[config.mk]
export PLATFORM = sky130hd
export DESIGN_NAME = ac_motor_vector_sequencer
export DESIGN_NICKNAME = d
export VERILOG_FILES = /design/src/rtl/ac_motor_vector_pkg.sv /design/src/rtl/ac_motor_vector_phase_acc.sv /design/src/rtl/ac_motor_vector_sequencer.sv
export SDC_FILE = /design/constraint.sdc
export NUM_CORES = 1
export LEC_CHECK = 0
export ABC_AREA = 1
export CAP_MARGIN = 20
export CELL_PAD_IN_SITES_DETAIL_PLACEMENT = 0
export CELL_PAD_IN_SITES_GLOBAL_PLACEMENT = 2
export CORE_ASPECT_RATIO = 1.75
export CORE_MARGIN = 4
export CORE_UTILIZATION = 39
export CTS_BUF_LIST = sky130_fd_sc_hd__clkbuf_2 sky130_fd_sc_hd__clkbuf_4 sky130_fd_sc_hd__clkbuf_8
export DETAILED_ROUTE_END_ITERATION = 8
export GPL_TIMING_DRIVEN = 0
export PLACE_DENSITY_LB_ADDON = 0.2
export SETUP_SLACK_MARGIN = 0.2
export SYNTH_ARGS = -nofsm -noshare
export SYNTH_HDL_FRONTEND = slang
export SYNTH_SLANG_ARGS = --single-unit
export TNS_END_PERCENT = 1
[constraint.sdc]
create_clock -name CLK -period 17.3 [get_ports CLK]
set_input_delay 3.46 -clock CLK [delete_from_list [all_inputs] [get_ports CLK]]
set_output_delay 3.46 -clock CLK [all_outputs]
set_load 0.01 [all_outputs]
[src/rtl/ac_motor_vector_pkg.sv]
// ac_motor_vector_pkg: shared constants, vector table and segment encoding for the SVPWM sequencer
package ac_motor_vector_pkg;

    localparam int BITS       = 12;
    localparam int F_CLK      = 100_000_000;
    localparam int F_TAST     = 5_000;
    localparam int T_TAST_DEF = F_CLK / F_TAST;

    // Active vectors per sector as high-side states {A,B,C}; entry 0 is 100
    localparam logic [5:0][2:0] VEC = {3'b101, 3'b001, 3'b011, 3'b010, 3'b110, 3'b100};

    typedef enum logic [2:0] {
        IDLE = 3'd0,
        Z0   = 3'd1,
        VA   = 3'd2,
        VB   = 3'd3,
        Z7   = 3'd4
    } seg_t;

    // Segment lengths are ordered {Z7, VB, VA, Z0}; a bit per non-empty segment
    function automatic logic [3:0] nonzero(input logic [3:0][15:0] lens);
        logic [3:0] nz;
        for (int i = 0; i < 4; i++) nz[i] = lens[i] != 16'd0;
        return nz;
    endfunction

    // First non-empty segment at or after index 'from' (0 = Z0); IDLE when none is left
    function automatic seg_t next_seg(input logic [3:0] nz, input int from);
        seg_t r;
        r = IDLE;
        for (int i = 3; i >= 0; i--)
            if (nz[i] && i >= from) r = seg_t'(3'(i + 1));
        return r;
    endfunction

    function automatic logic [15:0] seg_len(input seg_t s, input logic [3:0][15:0] lens);
        return (s == IDLE) ? 16'd0 : lens[2'(3'(s) - 3'd1)];
    endfunction

    function automatic logic [2:0] seg_gate(input seg_t s, input logic [2:0] sec);
        return (s == VA) ? VEC[sec] :
               (s == VB) ? VEC[(sec == 3'd5) ? 3'd0 : sec + 3'd1] :
               (s == Z7) ? 3'b111 : 3'b000;
    endfunction

endpackage

[src/rtl/ac_motor_vector_phase_acc.sv]
// ac_motor_vector_phase_acc: in-sector angle accumulator with 0..5 sector counter
module ac_motor_vector_phase_acc (
    input  logic        clk,
    input  logic        rst,
    input  logic [15:0] step,
    input  logic        advance,
    input  logic        hold,
    output logic [15:0] angle,
    output logic [15:0] angle_neg,
    output logic [2:0]  sector
);

    logic [16:0] sum;

    assign sum = {1'b0, angle} + {1'b0, step};

    // Advance once per period unless held; a carry past 60 degrees moves to the next sector
    always_ff @(posedge clk or posedge rst) begin
        if (rst) begin
            angle     <= 16'h0000;
            angle_neg <= 16'hFFFF;
            sector    <= 3'd0;
        end else if (advance && !hold) begin
            angle     <= sum[15:0];
            angle_neg <= ~sum[15:0];
            if (sum[16]) sector <= (sector == 3'd5) ? 3'd0 : sector + 3'd1;
        end
    end

endmodule

[src/rtl/ac_motor_vector_sequencer.sv]
// ac_motor_vector_sequencer: per-period angle advance, vector-time capture and half-bridge pattern playback
module ac_motor_vector_sequencer
    import ac_motor_vector_pkg::*;
#(
    parameter int T_TAST  = T_TAST_DEF,
    parameter int LATENCY = 4
) (
    input  logic        CLK,
    input  logic        RESET,
    input  logic        ENABLE,
    input  logic [15:0] PHASE_STEP,
    input  logic [14:0] T_LOW,
    input  logic [14:0] T_HIGH,
    output logic [15:0] ANGLE,
    output logic [15:0] ANGLE_NEG,
    output logic [2:0]  SECTOR,
    output logic        SAMPLE_TICK,
    output logic [2:0]  GATE,
    output logic        SAT
);

    localparam logic [15:0] TT  = 16'(T_TAST);
    localparam logic [15:0] LAT = 16'(LATENCY);

    logic [15:0]      cnt;
    logic             boundary;
    logic             run;
    logic [15:0]      t_low, t_high, ta, tb, t0;
    logic             sat_lo, sat_sum;
    logic [3:0][15:0] shadow_len, active_len, sel_len;
    logic [2:0]       shadow_sector, active_sector, sel_sector;
    logic             shadow_sat, shadow_valid;
    seg_t             state, nxt;
    logic [15:0]      rem;
    logic             load;

    assign boundary = cnt == 16'd0;
    assign t_low    = {1'b0, T_LOW};
    assign t_high   = {1'b0, T_HIGH};

    ac_motor_vector_phase_acc u_acc (
        .clk       (CLK),
        .rst       (RESET),
        .step      (PHASE_STEP),
        .advance   (boundary),
        .hold      (!ENABLE),
        .angle     (ANGLE),
        .angle_neg (ANGLE_NEG),
        .sector    (SECTOR)
    );

    // Clip the returned times so Z0+VA+VB+Z7 always fills exactly one period
    always_comb begin
        sat_lo  = t_low >= TT;
        sat_sum = !sat_lo && (t_low + t_high > TT);
        ta      = sat_lo ? TT : t_low;
        tb      = sat_lo ? 16'd0 : sat_sum ? TT - t_low : t_high;
        t0      = TT - ta - tb;
    end

    // Restart from the shadow times at each boundary, otherwise step past a finished segment
    always_comb begin
        sel_len    = boundary ? shadow_len : active_len;
        sel_sector = boundary ? shadow_sector : active_sector;
        load       = boundary || (state != IDLE && rem == 16'd0);
        nxt        = boundary ? ((ENABLE && shadow_valid) ? next_seg(nonzero(shadow_len), 0) : IDLE)
                   : load ? next_seg(nonzero(active_len), int'(state)) : state;
    end

    // Period counter, capture/apply of vector times and segment FSM with registered gate outputs
    always_ff @(posedge CLK or posedge RESET) begin
        if (RESET) begin
            cnt           <= 16'd0;
            SAMPLE_TICK   <= 1'b0;
            run           <= 1'b0;
            SAT           <= 1'b0;
            GATE          <= 3'b000;
            state         <= IDLE;
            rem           <= 16'd0;
            shadow_len    <= '0;
            active_len    <= '0;
            shadow_sector <= 3'd0;
            active_sector <= 3'd0;
            shadow_sat    <= 1'b0;
            shadow_valid  <= 1'b0;
        end else begin
            cnt         <= (cnt == TT - 16'd1) ? 16'd0 : cnt + 16'd1;
            SAMPLE_TICK <= boundary;
            state       <= nxt;
            GATE        <= seg_gate(nxt, sel_sector);
            if (load) rem <= seg_len(nxt, sel_len) - 16'd1;
            else if (rem != 16'd0) rem <= rem - 16'd1;
            if (boundary) begin
                run           <= ENABLE;
                SAT           <= ENABLE && shadow_valid && shadow_sat;
                active_len    <= shadow_len;
                active_sector <= shadow_sector;
            end
            if (cnt == LAT) begin
                shadow_len    <= {t0 - (t0 >> 1), tb, ta, t0 >> 1};
                shadow_sector <= SECTOR;
                shadow_sat    <= sat_lo || sat_sum;
                shadow_valid  <= run;
            end
        end
    end

endmodule
==> results of run 1 <==
[final cells by class]
| class | instances | area, µm² | share of cell area, % |
|---|---|---|---|
| Buffer | 54 | 273 | 1.73 |
| Tap cell | 460 | 576 | 3.64 |
| Antenna cell | 1 | 2.50 | 0.0158 |
| Clock inverter | 6 | 32.5 | 0.206 |
| Inverter | 266 | 1010 | 6.37 |
| Sequential cell | 210 | 5280 | 33.4 |
| Multi-Input combinational cell | 1325 | 7060 | 44.7 |
| Clock buffer | 54 | 674 | 4.27 |
| Timing Repair Buffer | 89 | 908 | 5.75 |
[logic make-up after synthesis]
kind of cell,after synthesis,synth area share [%]
buffers and inverters,320,9.35
adder cells (fa/ha/maj),84,7.94
flip-flops,210,38.8
AND/OR/NAND/NOR,921,29.4
AO/OA/AOI/OAI,259,10.6
XOR/XNOR,61,3.93
[through the flow]
step                util, %  total power [mW]  cells  area, µm²  setup slack (ns)
floorplan                 -              1.11   1855      13600              8.13
global placement       43.7              1.31   2403      15100              5.11
detailed placement     43.8              1.32   2404      15100              5.93
CTS                    45.9              1.78   2464      15800              6.47
global route           45.9              1.90   2465      15800              5.73
finish                 45.9              1.76   2465      15800              6.48
[metal layers]
| layer | vias up | share of wire [%] | wire length (µm) | track usage (%) |
|---|---|---|---|---|
| li1 | 6164 | - | - | - |
| met1 | 5678 | 35 | 14900 | 22.2 |
| met2 | 231 | 58 | 25100 | 48.0 |
| met3 | 104 | 2.7 | 1150 | 2.41 |
| met4 | 0 | 4.8 | 2070 | 10.5 |
| met5 | - | 0 | 0 | 0 |
[cell usage in the layout, fill, tap and decap left out, types with 44 or more instances in the layout]
cell type	netlist	routed
sky130_fd_sc_hd__a21oi_1	73	73
sky130_fd_sc_hd__nand2_1	549	549
sky130_fd_sc_hd__inv_1	255	254
sky130_fd_sc_hd__nand3_1	107	107
sky130_fd_sc_hd__nor2_1	146	146
sky130_fd_sc_hd__xor2_1	44	44
sky130_fd_sc_hd__dfrtp_1	194	194
sky130_fd_sc_hd__clkdlybuf4s50_1	0	88
sky130_fd_sc_hd__o21ai_0	117	117
sky130_fd_sc_hd__ha_1	80	80
[power by group]
group          total [mW]  internal, mW  switching, mW  leakage (nW)
Clock               0.455         0.248          0.207         0.379
Combinational       0.724         0.267          0.457          5.47
Sequential          0.580         0.544         0.0358          2.32
[how the worst min path moves through the flow]
| stage | startpoint | slack, ns | cells after the start | to |
|---|---|---|---|---|
| finish | u_acc.angle_neg[12]$_DFFE_PP1P_ | 0.46 | 2 | u_acc.angle_neg[12]$_DFFE_PP1P_ |
| global placement | cnt[0]$_DFF_PP0_ | 0.45 | 1 | cnt[0]$_DFF_PP0_ |
| global route | u_acc.angle_neg[11]$_DFFE_PP1P_ | 0.48 | 2 | u_acc.angle_neg[11]$_DFFE_PP1P_ |
| floorplan | cnt[0]$_DFF_PP0_ | 0.43 | 1 | cnt[0]$_DFF_PP0_ |
| CTS | u_acc.angle_neg[12]$_DFFE_PP1P_ | 0.47 | 2 | u_acc.angle_neg[12]$_DFFE_PP1P_ |
| detailed placement | u_acc.angle_neg[12]$_DFFE_PP1P_ | 0.46 | 2 | u_acc.angle_neg[12]$_DFFE_PP1P_ |
[state kept, by name, indices dropped and copies added (netlist names), 3 cells and up]
name / cells
GATE: 3
active_len: 64
active_sector: 3
cnt: 16
rem: 16
shadow_len: 62
shadow_sector: 3
state: 3
u_acc.angle: 16
u_acc.angle_neg: 16
u_acc.sector: 3
[worst max-delay path: cells and delay by family]
kind | cells | cell delay [ns]
AO/OA/AOI/OAI | 6 | 1.49
XOR/XNOR | 2 | 0.48
AND/OR/NAND/NOR | 21 | 2.75
adder cells (fa/ha/maj) | 6 | 1.92
buffers and inverters | 7 | 1.11
==> results.rst, run 1 <==
.. list-table::
   :header-rows: 1

   * - Metric
     - Value
   * - Result of the run
     - complete, no violations
   * - Number of antenna violations at the first check in global routing
     - 1
   * - Die W
     - 149 µm
   * - Vias
     - 12,200
   * - Post-CTS Hold Buffers
     - 0
   * - CP max stage delay
     - 0.51 ns
   * - Most common library cells after synthesis
     - sky130_fd_sc_hd__nand2_1, sky130_fd_sc_hd__inv_1, sky130_fd_sc_hd__dfrtp_1, sky130_fd_sc_hd__nor2_1, sky130_fd_sc_hd__o21ai_0
   * - Type of origin of the critical path
     - primary input
   * - Average wire per cell in the routed design
     - 17.6 µm
   * - Yosys top cell area share
     - 35.7%
   * - All-layer global routing usage
     - 23.2%
   * - Number of buffers added on ports
     - 88
   * - IO Count
     - 89
   * - Count of flip-flops with a built-in enable after synthesis
     - 0
   * - Number of synthesized register bits
     - 210
   * - Data arrival, critical path
     - 11.22 ns
   * - Capture point of the worst reg-to-reg path
     - rem[15]$_DFFE_PP0P_
   * - Clock sink count
     - 210
   * - Cell types with the largest area share after synthesis
     - sky130_fd_sc_hd__dfrtp_1, sky130_fd_sc_hd__nand2_1, sky130_fd_sc_hd__ha_1
   * - Time the worst path needs with I/O delays and setup
     - 10.82 ns
   * - Quantity of gates resized following cts
     - 0
   * - Largest area contributor in the synthesized netlist
     - sky130_fd_sc_hd__dfrtp_1
   * - RSZ-0062 raised after global routing
     - false
   * - LEAKAGE
     - 8.17 nW
   * - Gr ovfl total
     - 0
   * - DRC marker count from the first detailed-route iteration
     - 556
   * - Req. time, crit path
     - 17.70 ns
   * - Main synth FF type
     - sky130_fd_sc_hd__dfrtp_1
   * - Slowest library cell on the worst path
     - sky130_fd_sc_hd__clkdlybuf4s50_1
   * - Number of warnings printed during yosys synthesis
     - 0
   * - Global-route wire length before repair
     - 68.6 mm
   * - Crit path to
     - shadow_len[61]$_DFFE_PP0N_
   * - Classification of the worst setup path
     - primary input to register
   * - Clock transition at the registers of the reported paths
     - 0.07 ns
   * - Fraction of final layout cells sized beyond drive strength 1
     - 7.24%
   * - Worst voltage drop across the vdd grid
     - 0.0558 mV
   * - Post-route DRC violation count
     - 0
   * - Via count of the first global-routing pass
     - 12,900
   * - Growth of design area from synthesis to finish
     - 16.2%
   * - Length of the first detailed-routing pass in iterations
     - 5
   * - Clock tree from TritonCTS
     - done
   * - DPL Wire Length
     - 35.3 mm
   * - Depth of the most critical reg-to-reg path
     - 21
   * - Highest Clock Rate
     - 0.0925 GHz
   * - Number of placement rows
     - 90
   * - Average vias per placed instance
     - 4.94
   * - CTS Buf Count
     - 34
   * - Hold_ws
     - 0.465 ns
   * - Maximum root-to-sink buffer count
     - 3
   * - Total power per unit cell area
     - 111 nW/µm²
   * - Total count of hold-check failures in the final report
     - 0
   * - Setup skew after layout
     - 0.0360 ns
   * - Worst Path Max Fanout
     - 10
   * - Nets
     - 2,113
   * - Total routed wirelength
     - 43.3 mm
   * - Routability congestion estimate
     - 0.890
   * - Vert. Die Dim
     - 255 µm
   * - Mapped Avg Cell Area
     - 7.34 µm²
   * - Reg2Reg Launch Point
     - shadow_len[12]$_DFFE_PP0N_
   * - Post-synth net total
     - 1,988
   * - Worst Tran Pin Value
     - 0.942 ns
   * - Routed Antenna Nets
     - 0
   * - Setup Viol. Count Final
     - 0
   * - Area of the die
     - 38,100 µm²
   * - Distinct cells, synth
     - 47
   * - Most prevalent standard cell on the critical path
     - sky130_fd_sc_hd__nand2_1
   * - Async SR Flop Fraction
     - 100%
   * - H-Tree Depth
     - 2
   * - Critical Path Source
     - T_LOW[0]
   * - Post-CTS setup repair buffer count
     - 0
   * - Post-synthesis instance area
     - 13,600 µm²
   * - Sum of negative setup slack
     - 0 ns
   * - Slack of the worst reg-to-reg path
     - 12.54 ns
   * - Core box area
     - 34,500 µm²
   * - Sequential share of the synthesized area
     - 38.8%
   * - Slew Viols, Final
     - 0
   * - Root buffer cell
     - sky130_fd_sc_hd__clkbuf_8
   * - Starting density of the core
     - 39.5%
   * - Final worst path period share
     - 62.5%
   * - Count leader, synth
     - sky130_fd_sc_hd__nand2_1
   * - Worst min-delay path class
     - register to register
   * - Setup crit end kind
     - register
   * - Max-Cap Viols
     - 0
   * - Remaining max-slew budget at the tightest pin
     - 36.7%
   * - Gate count after technology mapping
     - 1,855
   * - Clock latency reported for the late side of the worst-skew pair
     - 0.54 ns
   * - Maximum number of pins on one net before global-route repair
     - 108
   * - # fillers
     - 3,672
No activity file was read; power rests on OpenSTA's default activity.
==> run 2, diff against run 1 <==
- CORE_UTILIZATION: 39 -> 36
- clock period: 17.3 -> 11.2 ns (I/O delays scaled with it)
==> run 2 against run 1 <==
Compared with the run above:
- setup slack lost 5.0 ns
- clock power increased by 69%
- non-clock buffer count is the same
- utilization shrank 3.5 points
- worst hold slack gained 0.0030 ns
- power grew 59%
- critical path type unchanged
- die area is 8.0% higher
==> results.rst, run 2 (synthesized netlist as in run 1, its figures left out) <==
.. list-table::
   :header-rows: 1

   * - Metric
     - Value
   * - Req. time, crit path
     - 11.60 ns
   * - Portion of total power attributed to combinational logic
     - 40.4%
   * - Post-Place Cell Area
     - 15,100 µm²
   * - Routability congestion estimate
     - 0.856
   * - Fraction of final layout cells sized beyond drive strength 1
     - 7.19%
   * - LEAKAGE
     - 8.18 nW
   * - Setup skew after layout
     - 0.0241 ns
   * - Reg2Reg Launch Point
     - shadow_len[12]$_DFFE_PP0N_
   * - Total power per unit cell area
     - 176 nW/µm²
   * - Slew Viols, Final
     - 0
   * - Slack of the worst reg-to-reg path
     - 6.39 ns
   * - Post-route DRC violation count
     - 0
   * - Highest Clock Rate
     - 0.103 GHz
   * - Clock transition at the registers of the reported paths
     - 0.07 ns
   * - Net switching share of the total power
     - 39.4%
   * - H-Tree Depth
     - 2
   * - Worst min-delay path class
     - register to register
   * - Worst voltage drop across the vdd grid
     - 0.0747 mV
   * - Clock latency reported for the late side of the worst-skew pair
     - 0.54 ns
   * - Crit path to
     - shadow_len[61]$_DFFE_PP0N_
   * - Power Internal
     - 1.69 mW
   * - Starting density of the core
     - 36.3%
   * - RSZ-0062 raised after global routing
     - false
   * - Worst Path Max Fanout
     - 10
   * - Total routed wirelength
     - 44.9 mm
   * - Average vias per placed instance
     - 4.92
   * - Commonest non-fill, non-tap cell in the layout
     - sky130_fd_sc_hd__nand2_1
   * - Register bank with the most flops
     - active_len
   * - Core box area
     - 37,500 µm²
   * - Time the worst path needs with I/O delays and setup
     - 9.68 ns
   * - Total count of hold-check failures in the final report
     - 0
   * - Number of placement rows
     - 94
   * - Routed Antenna Nets
     - 0
   * - Post-CTS setup repair buffer count
     - 0
   * - Number of buffers added on ports
     - 88
   * - Largest registers
     - active_len x64, shadow_len x62
   * - DRC marker count from the first detailed-route iteration
     - 472
   * - Post-CTS Hold Buffers
     - 0
   * - Net switching power
     - 1.10 mW
   * - Clock sink count
     - 210
   * - Slowest library cell on the worst path
     - sky130_fd_sc_hd__clkdlybuf4s50_1
   * - Average wire per cell in the routed design
     - 18.1 µm
   * - Most frequent cells in the layout
     - sky130_fd_sc_hd__nand2_1, sky130_fd_sc_hd__inv_1, sky130_fd_sc_hd__dfrtp_1
   * - # fillers
     - 3,999
   * - Result of the run
     - complete, no violations
   * - Growth of design area from synthesis to finish
     - 16.8%
   * - Length of the first detailed-routing pass in iterations
     - 5
   * - Area used by multi-input combinational logic
     - 7060 µm²
   * - Global-route wire length before repair
     - 69.8 mm
   * - Vert. Die Dim
     - 265 µm
   * - Data arrival, critical path
     - 10.08 ns
   * - Critical Path Source
     - T_LOW[0]
   * - Share of total power in the clock network
     - 27.5%
   * - Setup crit end kind
     - register
   * - Root buffer cell
     - sky130_fd_sc_hd__clkbuf_8
   * - Max-Cap Viols
     - 0
   * - Area of the die
     - 41,100 µm²
   * - Max FFs per register
     - 64
   * - Worst Tran Pin Value
     - 0.974 ns
   * - All-layer global routing usage
     - 21.8%
   * - CP max stage delay
     - 0.50 ns
   * - Setup Viol. Count Final
     - 0
   * - Type of origin of the critical path
     - primary input
   * - Vias
     - 12,200
   * - Most prevalent standard cell on the critical path
     - sky130_fd_sc_hd__nand2_1
   * - Capture point of the worst reg-to-reg path
     - rem[15]$_DFFE_PP0P_
   * - Classification of the worst setup path
     - primary input to register
   * - IO Count
     - 89
   * - Clock tree from TritonCTS
     - done
   * - Via count of the first global-routing pass
     - 12,900
   * - CTS Buf Count
     - 34
   * - Gr ovfl total
     - 0
   * - Depth of the most critical reg-to-reg path
     - 21
   * - Maximum number of pins on one net before global-route repair
     - 121
   * - Finished Core Util
     - 42.3%
   * - Number of antenna violations at the first check in global routing
     - 1
   * - Seq pwr share
     - 32.1%
   * - Quantity of gates resized following cts
     - 0
   * - Post-route cell area
     - 15,900 µm²
   * - Area used by sequential logic in the layout
     - 5280 µm²
   * - DPL Wire Length
     - 36.3 mm
   * - Die W
     - 155 µm
   * - Maximum root-to-sink buffer count
     - 3
   * - Remaining max-slew budget at the tightest pin
     - 34.6%
   * - Final worst path period share
     - 86.4%
   * - Nets
     - 2,113
   * - Sum of negative setup slack
     - 0 ns
==> run 2: cell types whose count changed in the layout (fill, tap and decap cells not counted), sizes merged <==
cell      change
bufinv        +3
clkinv        -3
clkbuf        -2
clkinvlp      +1
==> run 2: worst min path at each step <==
stage                                    startpoint                              end  slack, ns  cells after the start
finish               u_acc.angle_neg[3]$_DFFE_PP1P_   u_acc.angle_neg[3]$_DFFE_PP1P_       0.47                      2
global route         u_acc.angle_neg[3]$_DFFE_PP1P_   u_acc.angle_neg[3]$_DFFE_PP1P_       0.49                      2
CTS                 u_acc.angle_neg[11]$_DFFE_PP1P_  u_acc.angle_neg[11]$_DFFE_PP1P_       0.47                      2
detailed placement  u_acc.angle_neg[11]$_DFFE_PP1P_  u_acc.angle_neg[11]$_DFFE_PP1P_       0.46                      2
global placement     u_acc.angle_neg[4]$_DFFE_PP1P_   u_acc.angle_neg[4]$_DFFE_PP1P_       0.46                      2
floorplan                          cnt[0]$_DFF_PP0_                 cnt[0]$_DFF_PP0_       0.43                      1
==> run 2: power by group through the flow <==
| stage | combinational [mW] | clock [mW] | sequential [mW] |
|---|---|---|---|
| 6_report | 1.13 | 0.767 | 0.897 |
| 5_1_grt | 1.30 | 0.816 | 0.908 |
| 4_1_cts | 1.14 | 0.791 | 0.897 |
| 3_5_place_dp | 1.14 | 0 | 0.910 |
| 3_3_place_gp | 1.13 | 0 | 0.909 |
| 2_1_floorplan | 0.826 | 0 | 0.895 |
==> run 2: area by class of cell <==
type,count,share of cell area (%)
plain buffers,54,1.72
flip-flops and latches,210,33.2
well taps,480,3.78
clock inverters,7,0.725
repair buffers,89,5.72
inverters,266,6.34
multi-input cells,1325,44.4
clock buffers,52,4.07
diodes,1,0.0158
==> run 2: per-layer routing <==
metal	up-vias	part of all wire (%)	GRT usage [%]
met5	-	0	0
met4	0	5.4	10.6
met3	100	2.4	2.00
met2	229	58	45.2
met1	5706	34	20.4
li1	6179	-	-
==> run 2: metrics by stage <==
| step | hold WS, ns | instances | total power [mW] | setup slack, ns |
|---|---|---|---|---|
| 5_1_grt | 0.486 | 2484 | 3.02 | 0.789 |
| 3_3_place_gp | 0.458 | 2423 | 2.03 | 0.125 |
| 4_1_cts | 0.472 | 2483 | 2.83 | 1.47 |
| 2_1_floorplan | 0.432 | 1855 | 1.72 | 3.25 |
| 3_5_place_dp | 0.460 | 2424 | 2.05 | 0.944 |
| 6_report | 0.468 | 2484 | 2.79 | 1.52 |
==> run 2: worst max-delay path, delay by kind of cell <==
family	cells	cell delay (ns)
AND/OR/NAND/NOR	23	2.77
adder cells (fa/ha/maj)	6	1.97
AO/OA/AOI/OAI	6	1.41
buffers and inverters	7	1.12
XOR/XNOR	2	0.56
